## config.mk

```make
export PLATFORM = sky130hd
export DESIGN_NAME = eqn_match_store
export DESIGN_NICKNAME = d
export VERILOG_FILES = /design/src/rtl/eqn_match_store.sv
export SDC_FILE = /design/constraint.sdc
export NUM_CORES = 1
export LEC_CHECK = 0
export CAP_MARGIN = 20
export CORE_MARGIN = 2
export CORE_UTILIZATION = 30
export CTS_CLUSTER_DIAMETER = 150
export DETAILED_ROUTE_END_ITERATION = 8
export HOLD_SLACK_MARGIN = 0.1
export RECOVER_POWER = 25
export SYNTH_ARGS = -nofsm -noshare
export SYNTH_HDL_FRONTEND = slang
export SYNTH_SLANG_ARGS = --single-unit
```

## constraint.sdc

```tcl
create_clock -name clk -period 2.4 [get_ports clk]
set_input_delay 0.24 -clock clk [delete_from_list [all_inputs] [get_ports clk]]
set_output_delay 0.24 -clock clk [all_outputs]
set_load 0.05 [all_outputs]
```

## src/rtl/eqn_match_store.sv

```systemverilog
// rtl/eqn_match_store.sv - debounced store/compare operand memory with a sequential match scan
// Buttons pass through a 2-flop synchroniser and a debouncer; stores made during a scan are buffered.

module eqn_match_store #(
   parameter int WIDTH    = 4,
   parameter int DEPTH    = 4,
   parameter int DEBOUNCE = 16,
   parameter int IDXW     = 2
) (
   input  logic             clk,
   input  logic             reset,
   input  logic [WIDTH-1:0] test,
   input  logic [1:0]       pushbutton,
   output logic             result,
   output logic             result_valid,
   output logic [IDXW-1:0]  match_idx,
   output logic             busy,
   output logic [IDXW:0]    count
);

   localparam int CW = (DEBOUNCE < 2) ? 1 : $clog2(DEBOUNCE);
   localparam logic [CW-1:0]   DEB_LAST = CW'(DEBOUNCE - 1);
   localparam logic [IDXW-1:0] LAST     = IDXW'(DEPTH - 1);
   localparam logic [IDXW:0]   FULL     = (IDXW + 1)'(DEPTH);

   typedef enum logic [1:0] {S_IDLE, S_SCAN, S_DONE} state_t;

   state_t             state_q, state_d;
   logic [1:0]         sync1_q, sync1_d;
   logic [1:0]         sync2_q, sync2_d;
   logic [1:0][CW-1:0] deb_cnt_q, deb_cnt_d;
   logic [1:0]         deb_lvl_q, deb_lvl_d;
   logic [1:0]         deb_prev_q, deb_prev_d;
   logic [WIDTH-1:0]   mem_q [DEPTH];
   logic [WIDTH-1:0]   mem_d [DEPTH];
   logic [DEPTH-1:0]   valid_q, valid_d;
   logic [IDXW-1:0]    wr_ptr_q, wr_ptr_d;
   logic [IDXW:0]      count_q, count_d;
   logic [IDXW-1:0]    idx_q, idx_d;
   logic               found_q, found_d;
   logic [IDXW-1:0]    hit_q, hit_d;
   logic [WIDTH-1:0]   cmp_val_q, cmp_val_d;
   logic               st_pend_q, st_pend_d;
   logic [WIDTH-1:0]   st_buf_q, st_buf_d;
   logic               cmp_pend_q, cmp_pend_d;
   logic               result_q, result_d;
   logic               result_valid_q, result_valid_d;
   logic [IDXW-1:0]    match_idx_q, match_idx_d;

   logic               st_p;
   logic               cmp_p;
   logic               do_store;
   logic [WIDTH-1:0]   store_data;
   logic               hit_now;

   always_comb begin
      sync1_d    = pushbutton;
      sync2_d    = sync1_q;
      deb_prev_d = deb_lvl_q;
      deb_cnt_d  = '0;
      deb_lvl_d  = deb_lvl_q;
      for (int b = 0; b < 2; b++) begin
         if (sync2_q[b] != deb_lvl_q[b]) begin
            if (deb_cnt_q[b] == DEB_LAST) begin
               deb_lvl_d[b] = ~deb_lvl_q[b];
            end else begin
               deb_cnt_d[b] = deb_cnt_q[b] + 1'b1;
            end
         end
      end
   end

   assign st_p  = deb_lvl_q[1] & ~deb_prev_q[1];
   assign cmp_p = deb_lvl_q[0] & ~deb_prev_q[0];

   always_comb begin
      state_d        = state_q;
      idx_d          = idx_q;
      found_d        = found_q;
      hit_d          = hit_q;
      cmp_val_d      = cmp_val_q;
      st_pend_d      = st_pend_q;
      st_buf_d       = st_buf_q;
      cmp_pend_d     = cmp_pend_q;
      result_d       = result_q;
      match_idx_d    = match_idx_q;
      result_valid_d = 1'b0;
      do_store       = 1'b0;
      store_data     = test;
      hit_now        = 1'b0;

      unique case (state_q)
         S_IDLE: begin
            // A buffered store goes first; a fresh press arriving alongside it is re-buffered.
            if (st_pend_q) begin
               do_store   = 1'b1;
               store_data = st_buf_q;
               if (st_p) begin
                  st_buf_d = test;
               end else begin
                  st_pend_d = 1'b0;
               end
            end else if (st_p) begin
               do_store = 1'b1;
            end
            if (cmp_p || cmp_pend_q) begin
               if (do_store) begin
                  cmp_pend_d = 1'b1;
               end else begin
                  cmp_pend_d = 1'b0;
                  cmp_val_d  = test;
                  idx_d      = '0;
                  found_d    = 1'b0;
                  hit_d      = '0;
                  state_d    = S_SCAN;
               end
            end
         end
         S_SCAN: begin
            hit_now = valid_q[idx_q] && (mem_q[idx_q] == cmp_val_q) && !found_q;
            if (hit_now) begin
               found_d = 1'b1;
               hit_d   = idx_q;
            end
            // Results are loaded on entry to DONE so they are visible alongside result_valid.
            if (idx_q == LAST) begin
               state_d        = S_DONE;
               result_valid_d = 1'b1;
               result_d       = found_q | hit_now;
               match_idx_d    = hit_now ? idx_q : hit_q;
            end else begin
               idx_d = idx_q + 1'b1;
            end
         end
         S_DONE: begin
            state_d = S_IDLE;
         end
         default: begin
            state_d = S_IDLE;
         end
      endcase

      if ((state_q != S_IDLE) && st_p) begin
         st_pend_d = 1'b1;
         st_buf_d  = test;
      end
   end

   always_comb begin
      mem_d    = mem_q;
      valid_d  = valid_q;
      wr_ptr_d = wr_ptr_q;
      count_d  = count_q;
      if (do_store) begin
         mem_d[wr_ptr_q]   = store_data;
         valid_d[wr_ptr_q] = 1'b1;
         wr_ptr_d          = (wr_ptr_q == LAST) ? '0 : wr_ptr_q + 1'b1;
         count_d           = (count_q == FULL) ? count_q : count_q + 1'b1;
      end
   end

   always_ff @(posedge clk) begin
      mem_q <= mem_d;
   end

   always_ff @(posedge clk) begin
      if (reset) begin
         state_q        <= S_IDLE;
         sync1_q        <= '0;
         sync2_q        <= '0;
         deb_cnt_q      <= '0;
         deb_lvl_q      <= '0;
         deb_prev_q     <= '0;
         valid_q        <= '0;
         wr_ptr_q       <= '0;
         count_q        <= '0;
         idx_q          <= '0;
         found_q        <= 1'b0;
         hit_q          <= '0;
         cmp_val_q      <= '0;
         st_pend_q      <= 1'b0;
         st_buf_q       <= '0;
         cmp_pend_q     <= 1'b0;
         result_q       <= 1'b0;
         result_valid_q <= 1'b0;
         match_idx_q    <= '0;
      end else begin
         state_q        <= state_d;
         sync1_q        <= sync1_d;
         sync2_q        <= sync2_d;
         deb_cnt_q      <= deb_cnt_d;
         deb_lvl_q      <= deb_lvl_d;
         deb_prev_q     <= deb_prev_d;
         valid_q        <= valid_d;
         wr_ptr_q       <= wr_ptr_d;
         count_q        <= count_d;
         idx_q          <= idx_d;
         found_q        <= found_d;
         hit_q          <= hit_d;
         cmp_val_q      <= cmp_val_d;
         st_pend_q      <= st_pend_d;
         st_buf_q       <= st_buf_d;
         cmp_pend_q     <= cmp_pend_d;
         result_q       <= result_d;
         result_valid_q <= result_valid_d;
         match_idx_q    <= match_idx_d;
      end
   end

   assign result       = result_q;
   assign result_valid = result_valid_q;
   assign match_idx    = match_idx_q;
   assign busy         = (state_q == S_SCAN);
   assign count        = count_q;

endmodule

```

Word level (Yosys, flattened, before mapping)
Index checks and enable logic that the tools add are counted.
{"block": "word_totals", "ff_bits": 62, "latch_bits": 0, "mem_bits_rw": 0, "romBits": 0, "inputBits": 8, "out_inout_bits": 8, "word_cells": 132, "memories": 0}
{"block": "classes", "n_addsub": 5, "n_mul": 0, "div": 0, "n_lt_le_gt_ge": 6, "n_eq_ne": 14, "n_shift": 0, "muxes": 40, "n_bitwise": 15, "reduce_logical": 27}
{"operator": "two-way mux 4 bit", "count": 9}
{"operator": "bitwise mux 16 bit", "count": 1}
{"operator": "two-way mux 2 bit", "count": 8}
{"operator": "two-way mux 1 bit", "count": 14}
{"operator": "one-hot mux 2 bit (2 select lines)", "count": 3}
{"operator": "AND reduction 3 bit", "count": 4}
{"operator": "AND reduction 2 bit", "count": 5}
{"operator": "nonzero test 2 bit", "count": 5}
{"operator": "NOT 1 bit", "count": 9}
{"operator": "adder 4 x 1 -> 4 bit, second input constant", "count": 2}
{"operator": "binary-select mux 4 bit (select 2 bit)", "count": 1}
{"operator": "demux 4 bit (select 2 bit)", "count": 1}
{"operator": "equality test 4 bit, second input constant", "count": 2}
{"operator": "AND reduction 4 bit", "count": 2}
{"operator": ">= comparator 3 bit, second input constant", "count": 2}
{"operator": "< comparator 2 x 3 -> 1 bit, second input constant", "count": 2}
{"operator": "!= test 2 bit, second input constant", "count": 3}
{"operator": "NOT 2 -> 3 bit", "count": 2}
{"operator": "OR reduction 3 bit", "count": 2}
{"operator": "logical AND 1 bit", "count": 5}
{"operator": "adder 2 x 1 -> 2 bit, second input constant", "count": 2}
{"operator": "equality test 2 bit, second input constant", "count": 2}
{"operator": "equality test 4 bit", "count": 1}
{"operator": "!= test 2 x 1 -> 1 bit, second input constant", "count": 2}
{"operator": "16 further kinds", "count": 18}

Depth between registers and ports, before layout
Gate-level depths: netlist (run 1).
{"block": "logic_depth", "ltp_word": 9, "depth_mapped": 7}

Worst setup path before layout (run 1)
Ideal clock, no wire load.
{"block": "synth_timing", "path_kind": "register to register", "startpoint": "reg idx_q[0]", "endpoint": "reg match_idx_q[1] (netlist: match_idx[1])", "setup_time_ns": 0.091, "arrival_ns": 2.069, "required_time_ns": 2.309, "slack_ns": 0.240, "path_stages_with_launch": 7, "n_path_buf": 1, "period_less_slack_ns": 2.160, "path_cell_list": "dfxtp_1 > buf_6 > mux2i_1 > nand2_1 > mux4_2 > or4_1 > a311oi_1"}
{"block": "synth_via", "elab_chain_cells": 8, "elab_cells_between_ends": 12, "classes_between": "2 x eq/ne; 6 x mux; 1 x bitwise; 3 x reduce/logical"}
{"item": "from (decl)", "line": "39", "text": "logic [IDXW-1:0] idx_q, idx_d;"}
{"item": "from (signal assigned)", "line": "197", "text": "idx_q <= idx_d;"}
{"item": "NOT 2 -> 3 bit (not written as such)", "line": "120", "text": "hit_now = valid_q[idx_q] && (mem_q[idx_q] == cmp_val_q) && !found_q;"}
{"item": "binary-select mux 4 bit (select 2 bit)", "line": "120"}
{"item": "two-way mux 4 bit (not written as such) (2 in a row)", "line": "120"}
{"item": "equality test 4 bit", "line": "120"}
{"item": "logical AND 1 bit (2 in a row)", "line": "120"}
{"item": "two-way mux 2 bit"}
{"item": "to (signal assigned)", "line": "206", "text": "match_idx_q <= match_idx_d;"}
{"item": "to (decl)", "line": "48", "text": "logic [IDXW-1:0] match_idx_q, match_idx_d;"}
Several ways; a longest one is shown, not always the timed one. The select of a mux whose other input is x is not followed.
A chain may end at the register's enable or synchronous reset.

Worst setup path in the final report (run 1)
{"block": "layout_timing", "startpoint": "reg idx_q[0]", "endpoint": "reg hit_q[0]"}
{"block": "layout_via", "elab_chain_cells": 9, "elab_cells_between_ends": 11, "classes_between": "1 x eq/ne; 7 x mux; 1 x bitwise; 2 x reduce/logical"}
{"item": "NOT 2 -> 3 bit (not written as such)", "line": "120"}
{"item": "binary-select mux 4 bit (select 2 bit)", "line": "120"}
{"item": "two-way mux 4 bit (not written as such) (2 in a row)", "line": "120"}
{"item": "equality test 4 bit", "line": "120"}
{"item": "logical AND 1 bit (2 in a row)", "line": "120"}
{"item": "two-way mux 2 bit *", "line": "121", "text": "if (hit_now) begin"}
{"item": "one-hot mux 2 bit (2 select lines) *", "line": "92", "text": "unique case (state_q)"}
{"item": "to (signal assigned)", "line": "199", "text": "hit_q <= hit_d;"}
{"item": "to (decl)", "line": "41", "text": "logic [IDXW-1:0] hit_q, hit_d;"}
Every way passes the cells marked *; elsewhere a longest branch is shown, timed or not. The select of a mux whose other input is x is not followed.

==> results of run 1 <==
-- per-stage QoR --
stage,util [%],hold slack (ns),cells,instance area (sq um),setup slack [ns]
floorplan,-,0.368,237,2590,0.240
global placement,34.8,0.421,357,2890,0.232
detailed placement,34.8,0.425,357,2890,0.176
CTS,37.4,0.441,373,3100,0.129
global route,37.3,0.456,373,3100,0.0210
finish,37.3,0.439,373,3100,0.134
-- what timing repair did --
action | 4_1_cts | 5_1_grt
resized for setup | 0 | 0
endpoints found under the setup margin | 0 | 3
endpoints found under the hold margin | 0 | 0
-- path summary, 6_finish.rpt --
| kind | startpoint | end | slack, ns | cells past startpoint |
|---|---|---|---|---|
| setup / recovery | idx_q[0] | hit_q[0] | 0.13 | 7 |
| hold / removal | sync1_q[0] | sync2_q[0] | 0.44 | 1 |
| setup reg to reg | idx_q[0] | hit_q[0] | 0.13 | 7 |
| hold reg to reg | sync1_q[0] | sync2_q[0] | 0.44 | 1 |
-- sequential cells by signal (all words and copies together), names as in the netlist --
| register | flops |
|---|---|
| cmp_pend_q | 1 |
| cmp_val_q | 4 |
| count | 3 |
| deb_cnt_q | 8 |
| deb_lvl_q | 2 |
| deb_prev_q | 2 |
| found_q | 1 |
| hit_q | 2 |
| idx_q | 2 |
| match_idx | 2 |
| mem_q | 16 |
| result | 1 |
| result_valid | 1 |
| st_buf_q | 4 |
| st_pend_q | 1 |
| state_q | 2 |
| sync1_q | 2 |
| sync2_q | 2 |
| valid_q | 4 |
| wr_ptr_q | 2 |
-- per-layer routing --
metal | GRT usage [%] | vias to the layer above
li1 | - | 863
met1 | 14.2 | 764
met2 | 16.0 | 25
met3 | 3.25 | 8
met4 | 5.85 | 0
met5 | 0 | -
-- layout by cell type, fill, tap and decap left out, drive strengths merged, types with 2 or more instances in the layout --
cell type	n
dfxtp	46
clkdlybuf4s50	14
mux4	2
clkbuf	12
or2	2
nand3	5
mux2	6
buf	5
nor3	4
ha	9
xor2	7
mux2i	18
o21ai	3
nand2	7
a211oi	4
clkinv	3
a22oi	2
inv	8
o21a	2
edfxtp	16
a21oi	6
a22o	2
nand2b	9
nor4bb	2
nor2	44
nor2b	8
and2	7
xnor2	4
-- area by class of cell --
cell class,instances,share of cell area [%]
flip-flops and latches,62,45.3
multi-input cells,161,36.6
repair buffers,21,6.18
clock buffers,11,4.93
well taps,105,4.24
clock inverters,5,1.82
inverters,8,0.970
-- logic make-up after synthesis --
kind of cell,after synthesis,share of synthesized area [%]
fa+ha+maj,9,4.34
simple gates,92,17.3
buf+inv,14,2.31
mux,26,11.4
flops,62,54.0
compound gates,23,6.89
xor+xnor,11,3.71
-- critical path: cells and delay by family (launching register included) --
family,cells,cell delay (ns)
compound gates,4,1.20
flops,1,0.33
buf+inv,1,0.16
simple gates,2,0.48
-- power breakdown --
group          total (mW)  switching [mW]  internal, mW
clock               0.951           0.410         0.541
sequential           1.08         0.00184          1.07
combinational      0.0424          0.0226        0.0198
==> results.yml, run 1 <==
layout:
  multi_input_area_sq_mm: 0.00113
  layout-drive-gt1-share_pct: 11.6
  syn_to_final_growth_pct: 19.3
  final_nets: 280
  register_area_sq_mm: 0.00140
  nFillCells: 816
  n_antenna_cell: 0
clock_network:
  clk_pin_slew_ns: 0.07
  insertion_delay_ns: 0.34
  cts_buffers: 9
  clock-root-buffer: "clkbuf_8"
  htreeDepth: 3
  clockBufferDepth: 2
  cts_tree: "done"
  cts_setup_buffers: 0
  cts_num_sinks: 62
  postCtsHoldBufs: 0
global_routing:
  grt_overflow: 0
  antenna_found_initial: 0
  grt_first_pass_wirelength_mm: 8.02
  first_global_vias: 1694
  grt_use_total_pct: 10.8
  grt_max_degree: 21
floorplan:
  dieArea_sq_mm: 0.00941
  die_x_um: 97.0
  rows: 33
  start_util_pct: 31.3
  io_pins: 16
  core_area_sq_mm: 0.00830
  die_h_um: 97.0
synth:
  synth_top_area_share_pct: 35.5
  syn_area_sq_mm: 0.00259
  ys_top_cells_by_count: "dfxtp_1 (46), nor2_1 (44), mux2i_1 (18)"
  synth_nets: 254
  yosysMostFrequentCell: "dfxtp_1"
  yosysSeqAreaShare_pct: 54.0
  yosysUniqueCellTypes: 37
  synthCells: 237
  ys_ff_latch: 62
  synth_area_leaders: "dfxtp_1 (35%), edfxtp_1 (19%), mux2i_1 (6.9%)"
  synth_edf_count: 16
  synth_async_sr_flop_share_pct: 0
  synth.avg_cell_area_sq_um: 10.9
  synth_area_leader_cell: "dfxtp_1"
  ys.flop_type: "dfxtp_1"
  yosys_warnings: 0
pwr:
  peakVddDrop_mv: 0.273
  p_leak_nw: 1.13
  powerDensity_mw_per_mm2: 668
  p_total_mw: 2.07
worst_setup_path:
  cp_slowest_stage_delay_ns: 0.47
  crit_type: "flop to flop"
  start_kind: "flop"
  path_cells: "buf_4 -> and2_1 -> or3_1 -> a211o_1 -> a2111oi_4 -> o22ai_1 -> a22o_1"
  end_kind: "flop"
  arrival_ns: 2.49
  worst_path_max_delay_cell: "a2111oi_4"
  cp.required_ns: 2.63
  critPathMaxFanout: 5
timing:
  clock-skew-final_ns: 0.00766
  final-hold-violation-count: 0
  fmaxAchievable_ghz: 0.441
  worstMarginPinSlew_ns: 0.899
  fin_crit_sh_pct: 94.4
  maxSlewHeadroom_pct: 40.1
  tns_ns: 0
  maxSlewViolCount: 0
  grt_setup_unrepaired: "no"
  setup_violations: 0
  fin_crit_ns: 2.27
routing:
  top_layer_used: "met4"
  drtAntennaViolNets: 0
  drt_first_iter_violations: 83
  viasPerCell: 4.45
  wl_met2_mm: 2.00
  wirelength_mm: 4.56
  wl_met1_mm: 2.30
  drcViolationCount: 0
  wl_met3_um: 154
  num_vias: 1660
  first_pass_iters: 4
  wl_per_cell_um: 12.2
placement:
  place_hpwl_mm: 3.23
  globalplace.congestion: 0.704
  numPortBuffers: 15
job:
  max_cap_violations: 0
worst_hold_path:
  min_path_type: "flop to flop"
run_status:
  status: "finished, final reports clean"
Note: power is estimated with default switching activity, not from simulation.
==> run 2, diff against run 1 <==
==> constraint.sdc (replaced) <==
create_clock -name clk -period 1.85 [get_ports clk]
set_input_delay 0.185 -clock clk [delete_from_list [all_inputs] [get_ports clk]]
set_output_delay 0.185 -clock clk [all_outputs]
set_load 0.05 [all_outputs]
==> results.yml, run 2 (synthesis results as in run 1) <==
worst_hold_path:
  hold_depth: 2
  min_path_type: "input port to flop"
  min_to: "sync1_q[1]"
  hp-start: "pushbutton[1]"
layout:
  syn_to_final_growth_pct: 24.7
  n_antenna_cell: 0
  top_regs: "mem_q: 16 flops, deb_cnt_q: 8 flops"
  finish.utilization_pct: 39.0
  final_common_cell: "dfxtp_1"
  largest_register_ffs: 16
  layout-drive-gt1-share_pct: 17.9
  fin_area_sq_mm: 0.00324
  top_register: "mem_q"
  layout_common_cells: "dfxtp_1 (45), nor2_1 (44), mux2i_1 (16), edfxtp_1 (16), clkdlybuf4s50_1 (13)"
  final_nets: 285
worst_setup_path:
  rr_worst_depth: 8
  worstReg2RegStart: "idx_q[0]"
  r2r_end: "hit_q[0]"
  end_kind: "flop"
  crit_type: "flop to flop"
  start_kind: "flop"
  critPathMaxFanout: 5
  r2r_setup_slack_ns: -0.32
  cp.required_ns: 2.08
  arrival_ns: 2.40
clock_network:
  insertion_delay_ns: 0.33
  postCtsHoldBufs: 0
  cts_tree: "done"
  clockBufferDepth: 2
  cts_num_sinks: 62
  clk_pin_slew_ns: 0.07
  htreeDepth: 3
  clock-root-buffer: "clkbuf_8"
  cts_buffers: 9
floorplan:
  core_area_sq_mm: 0.00830
  rows: 33
  io_pins: 16
  start_util_pct: 31.3
  dieArea_sq_mm: 0.00941
  die_x_um: 97.0
  die_h_um: 97.0
global_routing:
  grt_first_pass_wirelength_mm: 7.67
  antenna_found_initial: 0
  grt_max_degree: 42
  first_global_vias: 1655
  grt_overflow: 0
  grt_use_total_pct: 10.4
routing:
  first_pass_iters: 4
  viasPerCell: 4.48
  num_vias: 1694
  drcViolationCount: 0
  wirelength_mm: 4.52
  drt_first_iter_violations: 72
  wl_per_cell_um: 12.0
  drtAntennaViolNets: 0
timing:
  setup_violations: 5
  setup_slack_ns: -0.319
  final-hold-violation-count: 0
  maxSlewHeadroom_pct: 67.0
  worstMarginPinSlew_ns: 0.494
  fin_hold_ws_ns: 0.400
  fin_crit_ns: 2.17
  maxSlewViolCount: 0
  tns_ns: -1.26
  fmaxAchievable_ghz: 0.461
  clock-skew-final_ns: 0.0109
  grt_setup_unrepaired: "yes"
  fin_crit_sh_pct: 117
placement:
  place_hpwl_mm: 3.02
  globalplace.congestion: 0.774
  numPortBuffers: 15
  place_area_sq_mm: 0.00294
job:
  max_cap_violations: 0
run_status:
  violations: "setup timing"
  status: "finished with violations"
pwr:
  peakVddDrop_mv: 0.251
  powerDensity_mw_per_mm2: 871
  p_leak_nw: 1.19
  p_total_mw: 2.82
-- run 2: worst max-delay path by stage --
| stage | from | slack [ns] | end | cells after the start |
|---|---|---|---|---|
| global placement | idx_q[0] | -0.30 | hit_q[1] | 6 |
| CTS | idx_q[0] | -0.33 | hit_q[0] | 7 |
| floorplan | idx_q[0] | -0.22 | hit_q[1] | 7 |
| detailed placement | idx_q[0] | -0.31 | hit_q[0] | 6 |
| finish | idx_q[0] | -0.32 | hit_q[0] | 8 |
| global route | idx_q[0] | -0.43 | hit_q[0] | 7 |
-- run 2: per-layer routing --
metal,GRT usage [%],vias up,part of all wire (%),wire [um]
li1,-,875,-,-
met1,12.7,789,49,2240
met2,16.0,20,46,2070
met3,2.82,10,2.5,113
met4,6.83,0,2.3,104
met5,0,-,0,0
-- run 2: critical path, stage by stage (launching register included) --
cell and delay, ns:
dfxtp_4 0.38, buf_6 0.12, buf_6 0.10, mux2i_2 0.20, xnor2_1 0.10, a211o_1 0.32
a2111oi_4 0.45, o22ai_1 0.14, a22o_1 0.25
-- run 2: where the power goes --
group	switching (mW)	total (mW)	internal, mW
Combinational	0.0282	0.0549	0.0268
Sequential	0.00234	1.39	1.39
Clock	0.502	1.37	0.868
Total	0.533	2.82	2.29
-- run 2: through the flow --
stage | instances | worst slack [ns]
3_5_place_dp | 359 | -0.315
3_3_place_gp | 359 | -0.305
5_1_grt | 378 | -0.428
6_report | 378 | -0.319
4_1_cts | 377 | -0.329
2_1_floorplan | 237 | -0.221
-- run 2: area by class of cell --
class | instances | area (sq um)
inverter | 8 | 30.0
clock inverter | 3 | 65.1
tap | 105 | 131
clock buffer | 13 | 169
fill | 819 | 5060
multi-input combinational | 161 | 1170
timing repair buffer | 26 | 267
sequential | 62 | 1410
-- run 2: repair_timing --
action                     4_1_cts  5_1_grt
resized for setup                8        6
cloned                           0        0
pin swaps                        9        4
setup endpoints to repair        6       29
buffers inserted                 2        1
==> run 3, diff against run 2 <==
--- a/config.mk
+++ b/config.mk
@@ -5,8 +5,9 @@
 export SDC_FILE = /design/constraint.sdc
 export NUM_CORES = 1
 export LEC_CHECK = 0
+export ABC_CLOCK_PERIOD_IN_PS = 1850
 export CAP_MARGIN = 20
-export CORE_MARGIN = 2
+export CORE_MARGIN = 5
 export CORE_UTILIZATION = 30
 export CTS_CLUSTER_DIAMETER = 150
 export DETAILED_ROUTE_END_ITERATION = 8
==> results.yml, run 3 (synthesis results as in run 1) <==
layout:
  largest_register_ffs: 16
  final_nets: 286
  top_regs: "mem_q: 16 flops, deb_cnt_q: 8 flops"
  final_common_cell: "dfxtp_1"
  layout-drive-gt1-share_pct: 18.2
  n_antenna_cell: 0
  syn_to_final_growth_pct: 24.6
  layout_common_cells: "dfxtp_1 (45), nor2_1 (44), mux2i_1 (17), edfxtp_1 (16), clkdlybuf4s50_1 (13)"
  top_register: "mem_q"
  instances_no_fill: 382
placement:
  place_hpwl_mm: 3.22
  dpl.cell_count: 363
  globalplace.congestion: 0.725
  numPortBuffers: 15
timing:
  fin_hold_ws_ns: 0.399
  fmaxAchievable_ghz: 0.464
  fin_crit_sh_pct: 116
  fin_crit_ns: 2.15
  final-hold-violation-count: 0
  worstMarginPinSlew_ns: 0.791
  grt_setup_unrepaired: "yes"
  setup_violations: 6
  setup_slack_ns: -0.305
  maxSlewViolCount: 0
  maxSlewHeadroom_pct: 47.3
  clock-skew-final_ns: 0.00989
routing:
  drcViolationCount: 0
  wirelength_mm: 4.65
  first_pass_iters: 4
  wl_per_cell_um: 12.2
  num_vias: 1723
  drt_first_iter_violations: 74
  viasPerCell: 4.51
  drtAntennaViolNets: 0
worst_setup_path:
  rr_worst_depth: 6
  cp_slowest_stage_delay_ns: 0.47
  start_kind: "flop"
  end_kind: "flop"
  r2r_setup_slack_ns: -0.30
  critPathMaxFanout: 7
  worstReg2RegStart: "idx_q[0]"
  cp.required_ns: 2.07
  crit_type: "flop to flop"
  worst_path_max_delay_cell: "a2111oi_4"
  arrival_ns: 2.38
  path_cells: "and2b_1 -> or3_1 -> a211o_1 -> a2111oi_4 -> mux2i_1 -> a211oi_2"
  r2r_end: "match_idx[0]"
pwr:
  peakVddDrop_mv: 0.361
  p_leak_nw: 1.19
  p_total_mw: 2.64
  powerDensity_mw_per_mm2: 816
clock_network:
  insertion_delay_ns: 0.34
  cts_num_sinks: 62
  clk_pin_slew_ns: 0.07
  htreeDepth: 3
  clockBufferDepth: 2
  clock-root-buffer: "clkbuf_8"
  cts_tree: "done"
  postCtsHoldBufs: 0
  cts_buffers: 9
worst_hold_path:
  hold_depth: 2
  min_path_type: "input port to flop"
  hp-start: "pushbutton[0]"
  min_to: "sync1_q[0]"
global_routing:
  grt_max_degree: 26
  first_global_vias: 1781
  grt_use_total_pct: 10.2
  grt_first_pass_wirelength_mm: 8.13
  grt_overflow: 0
  antenna_found_initial: 0
floorplan:
  start_util_pct: 30.2
  core_area_sq_mm: 0.00859
  die_x_um: 103
  dieArea_sq_mm: 0.0106
  rows: 34
  die_h_um: 103
  io_pins: 16
job:
  max_cap_violations: 0
run_status:
  violations: "setup timing"
  status: "finished with violations"
==> run 3: cell count changes in the layout (fill, tap and decap cells not counted), sizes merged <==
cell,previous run,this run
bufinv,2,0
clkbuf,13,15
clkinvlp,0,1
==> run 3: routing by layer <==
metal	GRT usage [%]	wire, um	vias up	share of wire, %
met3	3.52	203	11	4.4
met4	5.98	122	0	2.6
met2	15.5	2140	27	46
met5	0	0	-	0
met1	12.4	2180	811	47
li1	-	-	874	-
==> run 3: where the power goes <==
| part | internal (mW) | switching (mW) |
|---|---|---|
| clock | 0.676 | 0.514 |
| sequential | 1.39 | 0.00253 |
| combinational | 0.0277 | 0.0279 |
| total | 2.10 | 0.545 |
==> run 3: timing repair <==
item                       4_1_cts  5_1_grt
pin swaps                        7        3
buffers inserted                 3        0
resized for setup                6        9
setup endpoints to repair        6       28
==> run 3: cell type report <==
type	count	area, sq um
fillers	842	5360
repair buffers	27	267
flip-flops and latches	62	1410
clock buffers	14	194
multi-input cells	161	1190
well taps	108	135
inverters	8	30.0
clock inverters	2	12.5
==> run 3: how the worst max path moves through the flow <==
stage             start           end  slack [ns]  cells after the start
2_1_floorplan  idx_q[0]      hit_q[1]       -0.22                      7
3_3_place_gp   idx_q[0]      hit_q[1]       -0.30                      6
3_5_place_dp   idx_q[0]      hit_q[1]       -0.35                      6
4_1_cts        idx_q[0]      hit_q[1]       -0.33                      7
5_1_grt        idx_q[0]  match_idx[0]       -0.38                      7
6_report       idx_q[0]  match_idx[0]       -0.30                      6
==> run 3: stage by stage <==
step	area, sq um	TNS, ns	utilization [%]	worst slack, ns
after floorplan	2600	-0.852	-	-0.221
after global placement	2950	-1.14	34.3	-0.304
after detailed placement	2950	-1.29	34.3	-0.351
after CTS	3190	-1.16	37.2	-0.327
after global routing	3230	-1.74	37.6	-0.383
final	3230	-1.21	37.6	-0.305
==> run 3: critical path: cells and delay by family, from the launching register on <==
family	cells	cell delay (ns)
AOI/OAI and AO/OA	3	0.86
and+or+nand+nor	2	0.49
muxes	1	0.28
DFF	1	0.40
==> RTL change, RTL diff (config.mk and constraints of run 1) <==
The parameter `DEBOUNCE` goes from 16 to 8.
--- a/src/rtl/eqn_match_store.sv
+++ b/src/rtl/eqn_match_store.sv
@@ -4,7 +4,7 @@
 module eqn_match_store #(
    parameter int WIDTH    = 4,
    parameter int DEPTH    = 4,
-   parameter int DEBOUNCE = 16,
+   parameter int DEBOUNCE = 8,
    parameter int IDXW     = 2
 ) (
    input  logic             clk,
Formal check against the unedited RTL: no difference found for any inputs over 10 cycles, from zero or initial values and one cycle with reset high; that may be too few to reach the edited logic, so the function may still have changed.
==> RTL change against run 1 <==
Sequential power fell by 4%. Largest cell class unchanged. Sequential cell count fell by 2. Total power shrank 8.0%. Area after synthesis fell by 1.8%. Highest routed layer unchanged. Final area down 3.4%. Largest power group unchanged. Utilization decreased by 0.90 points. Die area down 1.8%. Critical path type is now reg2out. Sequential share of layout area is 0.25 points higher. Worst setup slack better by 0.14 ns. Routed wire length is 2.2% higher. Non-clock buffer count down 3. Global-route usage grew 0.56 points.
==> RTL change: results (changes against run 1) <==
area of the multi-input gates=0.00112 mm² (-1.1%); Seq/Total Area, Yosys=53.4% (-0.56 points); multi-input gates=151 (-6.2%); xor/xnor share of the synthesized area=2.06% (-1.6 points); flops & latches, synth=60 (-3.2%); R2R Setup Slk=0.29 ns (+0.16 ns); ClkCell Share=6.06% (-0.68 points); worst slack, placed=0.273 ns (+0.0975 ns); Unique masters post-synth=44 (+19%); reg2reg path depth=5 (-2); Max-Slew Margin vs Limit=57.9% (+18 points); Via Count=1652 (-0.48%); CP arrival=1.88 ns (-0.61 ns); largest registers=mem_q: 16 flops, deb_cnt_q: 6 flops; crit path from=state_q[0]; synth cell count leaders=44 x dfxtp_1, 26 x nor2_1, 16 x edfxtp_1, 14 x nand2_1, 13 x a21oi_1; Peak VDD IR=353 µV (+29%); GPL Wtd Cong=0.835 (+19%); mux contribution to synthesized area=9.87% (-1.6 points); status=complete, no violations; final period utilization=88.4% (-6.0 points); nonclk inv count=7 (-1); register area=0.00136 mm² (-2.9%); Hold EP=deb_cnt_q[3]; share of cells above drive strength 1=12.7% (+1.1 points); first-pass GRT wire length=7.62 mm (-4.9%); pin count of the biggest net entering global routing=32 (+52%); min-delay src=deb_cnt_q[3]; Pwr Density=637 mW/mm² (-4.7%); Filler cells=819 (+0.37%); Synth area leaders=dfxtp_1 35%, edfxtp_1 19%, ha_1 5.4%; Compound-Gate Fraction of Synth Area=8.25% (+1.4 points); non-clock buffer total of the final layout=18 (-14%); Total GRT Usage=11.4% (+0.56 points); Mean Syn Cell Area=11.3 µm² (+2.9%); critical-path maximum fanout=8 (+3); Nets=266 (-5.0%); Lkg Pwr=0.00109 µW (-3.3%); drt first-iter violations=75 (-9.6%); number of global-route vias before repair=1557 (-8.1%); Mapped Nets=245 (-3.5%); clock buf count=15 (+4); Post-DP HPWL=3.26 mm (+0.89%); skew final=0.00848 ns (+0.000825 ns); Adder-Cell Fraction of Synth Area=5.40% (+1.1 points); NonClk Buf Share=5.69% (-0.49 points); # placed instances=341 (-4.5%)
==> RTL change: changes by cell type after synthesis, sizes merged, moves of 4 or more <==
cell / change
a21oi: +7
and2: +4
mux2i: -9
nand2: +7
nand2b: -8
nand3: -5
nor2: -18
nor3: +8
xor2: -4
==> RTL change: per-layer routing <==
layer | vias to the layer above | GRT usage (%) | share of wire [%]
li1 | 843 | - | -
met1 | 771 | 14.2 | 49
met2 | 31 | 16.8 | 44
met3 | 7 | 5.48 | 5.6
met4 | 0 | 4.64 | 1.8
met5 | - | 0 | 0
==> RTL change: power by group <==
| group | switching (µW) | leakage [µW] | total, µW | internal [µW] |
|---|---|---|---|---|
| logic | 20.6 | 0.000500 | 37.2 | 16.6 |
| registers | 1.58 | 0.000499 | 1040 | 1040 |
| clock network | 365 | 0.0000937 | 824 | 459 |
| total | 387 | 0.00109 | 1900 | 1520 |
==> RTL change: worst max-delay path, stage by stage (launching register included) <==
cell and delay (ns):
dfxtp_1 0.46, nand2_1 0.19, inv_2 0.10, clkdlybuf4s50_1 0.80
